## config.mk

```make
export PLATFORM = sky130hd
export DESIGN_NAME = packetizer_n
export DESIGN_NICKNAME = d
export VERILOG_FILES = /design/src/rtl/packetizer_n.sv
export SDC_FILE = /design/constraint.sdc
export NUM_CORES = 1
export LEC_CHECK = 0
export BUFFER_PORTS_ARGS = -buffer_cell sky130_fd_sc_hd__buf_4
export CAP_MARGIN = 10
export CORE_ASPECT_RATIO = 1.2
export CORE_MARGIN = 2
export CORE_UTILIZATION = 52
export CTS_CLUSTER_DIAMETER = 100
export CTS_CLUSTER_SIZE = 8
export DETAILED_ROUTE_END_ITERATION = 8
export PLACE_DENSITY = 0.85
export SYNTH_ARGS = -nofsm -noshare
export SYNTH_HDL_FRONTEND = slang
export SYNTH_SLANG_ARGS = --single-unit
```

## constraint.sdc

```tcl
create_clock -name clk -period 5.4 [get_ports clk]
set_clock_uncertainty 0.1 [all_clocks]
set_input_delay 1.08 -clock clk [delete_from_list [all_inputs] [get_ports clk]]
set_output_delay 1.08 -clock clk [all_outputs]
set_load 0.05 [all_outputs]
```

## src/rtl/packetizer_n.sv

```systemverilog
// packetizer_n: splits one wide input word into head/body/tail NoC flits, one per cycle.
// Optional build macro PACKETIZER_N_VC_ROTATE_EN rotates the stamped VC after every packet.
module packetizer_n #(
   parameter int ADDRESS_WIDTH    = 4,
   parameter int VC_ADDRESS_WIDTH = 1,
   parameter int WIDTH_IN         = 64,
   parameter int WIDTH_OUT        = 36,
   parameter int ASSIGNED_VC      = 0
) (
   input  logic                     clk,
   input  logic                     rst_n,
   input  logic [WIDTH_IN-1:0]      i_data_in,
   input  logic                     i_valid_in,
   input  logic [ADDRESS_WIDTH-1:0] i_dest_in,
   output logic                     i_ready_out,
   output logic [WIDTH_OUT-1:0]     o_data_out,
   output logic                     o_valid_out,
   input  logic                     o_ready_in
);

   localparam int H         = WIDTH_OUT - 3 - VC_ADDRESS_WIDTH - ADDRESS_WIDTH;
   localparam int B         = WIDTH_OUT - 3 - VC_ADDRESS_WIDTH;
   localparam int EXTRA     = (WIDTH_IN > H) ? (WIDTH_IN - H) : 0;
   localparam int NUM_FLITS = 1 + (EXTRA + B - 1) / B;
   localparam int TOT_W     = H + (NUM_FLITS - 1) * B;
   localparam int CNT_W     = (NUM_FLITS > 1) ? $clog2(NUM_FLITS) : 1;
   localparam logic [CNT_W-1:0] LAST = CNT_W'(NUM_FLITS - 1);

   typedef enum logic {IDLE, SEND} state_t;

   state_t                         state_q, state_d;
   logic [CNT_W-1:0]               cnt_q, cnt_d;
   logic [TOT_W-1:0]               data_p0;
   logic [ADDRESS_WIDTH-1:0]       dest_p0;
   logic [VC_ADDRESS_WIDTH-1:0]    vc;
   logic                           last, in_fire, tail_fire;
   logic [H-1:0]                   head_pl;
   logic [B-1:0]                   body_pl;
   logic [WIDTH_OUT-1:0]           flit;

   // Packs the word against the MSB end so every flit slice lines up on a B boundary.
   function automatic logic [TOT_W-1:0] left_justify(input logic [WIDTH_IN-1:0] d);
      return TOT_W'(d) << (TOT_W - WIDTH_IN);
   endfunction

   assign last      = (cnt_q == LAST);
   assign tail_fire = (state_q == SEND) & last & o_ready_in;

   always_comb begin
      state_d     = state_q;
      cnt_d       = cnt_q;
      i_ready_out = (state_q == IDLE) | tail_fire;
      in_fire     = i_valid_in & i_ready_out;
      case (state_q)
         IDLE: begin
            if (in_fire) begin
               state_d = SEND;
               cnt_d   = '0;
            end
         end
         SEND: begin
            if (o_ready_in) begin
               if (last) begin
                  cnt_d   = '0;
                  state_d = in_fire ? SEND : IDLE;
               end else begin
                  cnt_d = cnt_q + CNT_W'(1);
               end
            end
         end
         default: state_d = IDLE;
      endcase
   end

   always_ff @(posedge clk or negedge rst_n) begin
      if (!rst_n) begin
         state_q <= IDLE;
         cnt_q   <= '0;
      end else begin
         state_q <= state_d;
         cnt_q   <= cnt_d;
      end
   end

   // Capture stage: payload and destination only, so no reset.
   always_ff @(posedge clk) begin
      if (in_fire) begin
         data_p0 <= left_justify(i_data_in);
         dest_p0 <= i_dest_in;
      end
   end

`ifdef PACKETIZER_N_VC_ROTATE_EN
   logic [VC_ADDRESS_WIDTH-1:0] vc_q;

   // Changes only on a tail handshake, so every flit of a packet sees one value.
   always_ff @(posedge clk or negedge rst_n) begin
      if (!rst_n)         vc_q <= VC_ADDRESS_WIDTH'(ASSIGNED_VC);
      else if (tail_fire) vc_q <= vc_q + VC_ADDRESS_WIDTH'(1);
   end
   assign vc = vc_q;
`else
   assign vc = VC_ADDRESS_WIDTH'(ASSIGNED_VC);
`endif

   assign head_pl = data_p0[TOT_W-1 -: H];

   if (NUM_FLITS > 1) begin : g_body
      logic [TOT_W-1:0] body_sh;
      always_comb body_sh = data_p0 << ((cnt_q == '0) ? 0 : (H + (int'(cnt_q) - 1) * B));
      assign body_pl = body_sh[TOT_W-1 -: B];
   end else begin : g_nobody
      assign body_pl = '0;
   end

   always_comb begin
      flit = '0;
      if (state_q == SEND) begin
         if (cnt_q == '0) flit = {1'b1, 1'b1, last, vc, dest_p0, head_pl};
         else             flit = {1'b1, 1'b0, last, vc, body_pl};
      end
   end

   assign o_data_out  = flit;
   assign o_valid_out = (state_q == SEND);

endmodule

```

Yosys cells after proc, flatten, opt, wreduce, memory -nomap -nowiden. Cells that the tools add are included.

$add $sub $neg: 3. Multipliers: 0. Div/mod/pow operators: 0. Order comparisons: 0. Equal/unequal tests: 3. Shifts and indexed selects: 1. Muxes and demuxes: 11. Bitwise operators: 5. Reductions and logical operators: 2.

Operators by type and width (number): $shl 92x32->92 (1); $mux 36 (1); $mux 35 (1); $mux 32 (1); $add 6x8->9 const A (1); $mux 2 (3); $ne 2x2->1 const B (2); $pmux 2 s2 (1); $and 1x1->1 (3); $mux 1 (3); $sub 2x1->3 const B (1); $add 2x1->2 const B (1); $eq 2x2->1 const B (1); $logic_not 2->1 (1); $pmux 1 s2 (1); $reduce_and 2->1 (1); $not 1->1 (1); $or 1x1->1 (1).

Register bits: 71. Latch bits: 0. Memory bits (writable): 0. Memory bits (read-only): 0. Output and inout bits: 38. Word-level logic and storage cells: 29. Memories: 0.

Depth between registers and ports, before layout.
Word-level depth: 9. Mapped depth: 4.

Worst setup path before layout. Ideal clock, no wire load.

Path kind: in2reg. From: input port o_ready_in. To: register data_p0[28], enable pin. Setup time: 0.433 ns. Arrival: 3.215 ns. Path slack: 1.652 ns. Cell stages on the path: 3. Path buffers: 0. Path through: nand3b_1 > nand2_1 > and2_1.

Longest elaborated chain between the ends: 3.

RTL lines: from (decl) (line 18) `input logic o_ready_in`; $and 1x1->1 (line 47) `assign tail_fire = (state_q == SEND) & last & o_ready_in;`; $or 1x1->1 (line 52) `i_ready_out = (state_q == IDLE) | tail_fire;`; named net i_ready_out (line 15) `output logic i_ready_out,`; $and 1x1->1 (line 53) `in_fire = i_valid_in & i_ready_out;`; named net in_fire (line 36) `logic last, in_fire, tail_fire;`; to (signal assigned) (line 88) `data_p0 <= left_justify(i_data_in);`; to (decl) (line 33) `logic [TOT_W-1:0] data_p0;`.

The timed path passes the listed nets, and every way through them passes these cells. A chain may end at the register's enable or synchronous reset.

Final worst setup path.
From: register cnt_q[0]. To: output port o_data_out[14].

Longest elaborated chain between the ends: 6. Elaborated cells on any way between the ends: 7. Classes of those cells: 2 x add/sub; 1 x shift; 3 x mux; 1 x reduce/logical.

RTL lines: from (decl) (line 32) `logic [CNT_W-1:0] cnt_q, cnt_d;`; from (signal assigned) (line 81) `cnt_q <= cnt_d;`; $sub 2x1->3 (line 110) `always_comb body_sh = data_p0 << ((cnt_q == '0) ? 0 : (H + (int'(cnt_q) - 1) * B));`; $add 6x8->9 (line 110); $mux 32 (line 110); $shl 92x32->92 (line 110); $mux 35 * (line 119) `if (cnt_q == '0) flit = {1'b1, 1'b1, last, vc, dest_p0, head_pl};`; $mux 36 * (line 118) `if (state_q == SEND) begin`; to (decl) (line 16) `output logic [WIDTH_OUT-1:0] o_data_out,`.

Every way passes the cells marked *; elsewhere a longest branch is shown, timed or not.

==> impl_metrics.tcl <==
set metrics [dict create \
    status "complete, no violations" \
    ios 110 \
    drc_errors 0 \
    antenna_found_initial 0 \
    clock_power_share_pct 21.2 \
    max_freq_mhz 316 \
    vias 1710 \
    critPathRequiredTime_ps 4220 \
    syn_avg_cell_area_sq_um 16.7 \
    fin_hold_ws_ps 427 \
    ys_seq_area_share_pct 75.8 \
    arrival_ps 1980 \
    ys_warn_count 0 \
    combPwrFrac_pct 44.9 \
    fin_crit_sh_pct 58.6 \
    grt_pass1_wl_um 7710 \
    cts_buffer_depth 2 \
    setup_violations 0 \
    regArea_sq_um 2120 \
    synth_top_cell_by_area "edfxtp_1" \
    die_h_um 84.3 \
    cts_setup_buffers 0 \
    diodes 0 \
    power.density_nw_per_um2 600 \
    wirelength_um 5150 \
    peakVddDrop_v 0.000366 \
    hold_violations 0 \
    worstSetupEndpointType "output port" \
    tns_ps 0 \
    intPower_w 0.00132 \
    critPathKind "reg -> out" \
    syn_area_sq_um 2790 \
    pwr-share-seq_pct 33.9 \
    min_path_type "in -> async" \
    cp_max_fo 41 \
    cts-hold-fix-buffers 0 \
    swShare_pct 42.4 \
    root_buffer "clkbuf_8" \
    ys_ff_latch 71 \
    core.rowCount 29 \
    critPathLaunchType "flop" \
    vias_per_cell 4.99 \
    path_clk_slew_ps 70 \
    drt_iter0_drc 77 \
    synth_area_leaders "edfxtp_1, mux2i_1, nor2_1" \
    grt_pass1_vias 1707 \
    area_delta_synth_final_pct 37.3 \
    synth_cells 167 \
    port_buffers 108 \
    switchingPower_w 0.000976 \
    multi_input_area_sq_um 581 \
    dp.final_hpwl_um 3520 \
    cap_violations 0 \
    syn_nets 239 \
    grt_max_degree 69 \
    synth_top_area_share_pct 73.1 \
    final_nets 348 \
    finalCriticalPeriod_ps 3160 \
    core_sq_um 5230 \
    slew_headroom_pct 31.1 \
    fill_cells 347 \
    worstMarginPinSlew_ps 1030 \
    detail-route-antenna-nets 0 \
    gp_congestion 0.738 \
    die_area_sq_um 5980 \
    cts_resized 0 \
    wl_per_cell_um 15.0 \
    drive_above_1_share_pct 45.9 \
    numCtsBuffers 9 \
    grt-ovfl-total 0 \
    clock_latency_ps 330 \
    cts.sinks 71 \
    grt_use_total_pct 17.7 \
    p_leak_nw 1.58 \
    cts_tree "built" \
    htree_num_levels 3 \
    dr.pass1.iters 4 \
    synth.distinct_cells 21 \
    start_util_pct 53.4 \
    slew_viol_final 0 \
    rsz0062_at_grt "false" \
    die_x_um 70.9 \
]
state kept, by name, summed over array words and instances (netlist names):
register / count
dest_p0: 4
o_valid_out: 1
cnt_q: 2
data_p0: 64
power by group through the flow:
stage	combinational, W	sequential, W	clock [W]
3_5_place_dp	0.00104	0.000794	0
4_1_cts	0.00104	0.000782	0.000496
3_3_place_gp	0.00103	0.000789	0
6_report	0.00103	0.000780	0.000487
5_1_grt	0.00108	0.000793	0.000518
2_1_floorplan	0.000826	0.000728	0
synth_stat cells (all sizes together):
library cell	count
o21ai	1
nor3b	1
nor2	29
nand2b	5
buf	11
a211oi	6
and2	1
inv	1
o32ai	1
edfxtp	68
dfrtp	3
nand2	4
mux2i	30
nand3b	1
nor2b	3
conb	1
a22o	1
placed cells by master, fill, tap and decap left out, drive strengths merged, types with 3 or more instances in the layout:
| master | synthesis | layout |
|---|---|---|
| a211oi | 6 | 6 |
| buf | 11 | 109 |
| bufinv | 0 | 3 |
| clkbuf | 0 | 9 |
| clkinv | 0 | 3 |
| dfrtp | 3 | 3 |
| edfxtp | 68 | 68 |
| mux2i | 30 | 30 |
| nand2 | 4 | 4 |
| nand2b | 5 | 5 |
| nor2 | 29 | 29 |
| nor2b | 3 | 3 |
final timing paths:
check,startpoint,slack (ps),cells after the start,end
min reg2reg,o_valid_out,600,2,o_valid_out
min,rst_n,430,1,o_valid_out
max,cnt_q[0],2240,3,o_data_out[14]
min in group clk,o_valid_out,600,2,o_valid_out
max in group asynchronous,rst_n,4670,1,cnt_q[0]
max reg2reg,cnt_q[0],2910,4,data_p0[59]
metrics by stage:
stage	util, %	cells	worst slack, ps	cell area, sq um	power [W]
after floorplan	-	167	1650	2790	0.00155
after global placement	68.9	327	2600	3600	0.00182
after detailed placement	68.9	327	2560	3600	0.00183
after CTS	73.4	343	2180	3830	0.00232
after global routing	73.4	343	2080	3830	0.00239
final	73.4	343	2240	3830	0.00230
metal layers:
layer  part of all wire [%]  routed length (um)  vias to the layer above  track usage [%]
li1                       -                   -                      830                -
met1                     35                1790                      803             18.0
met2                     56                2890                       67             31.5
met3                    6.8                 349                       10             6.36
met4                    2.3                 119                        0             8.75
met5                      0                   0                        -                0
critical path, stage by stage, from the launching register on:
cell     delay, ps
dfrtp_2       1040
mux2i_1        290
nor2_1          70
buf_4          220
cells by family (layout without fill, tap and decap cells):
family                 after synthesis  count (layout)  share of synthesized area (%)
multiplexers                        30              30                           10.8
other                                1               1                          0.134
AO/OA/AOI/OAI                        9               9                           2.69
buffers and inverters               12             126                           3.45
flip-flops                          71              71                           75.8
AND/OR/NAND/NOR                     44              44                           7.17
area by class of cell:
type	count	share of cell area, %
Sequential cell	71	55.3
Inverter	1	0.0979
Multi-Input combinational cell	84	15.1
Clock inverter	7	2.90
Clock buffer	9	3.23
Tap cell	62	2.02
Timing Repair Buffer	109	21.3
Note: power is estimated with default switching activity, not from simulation.
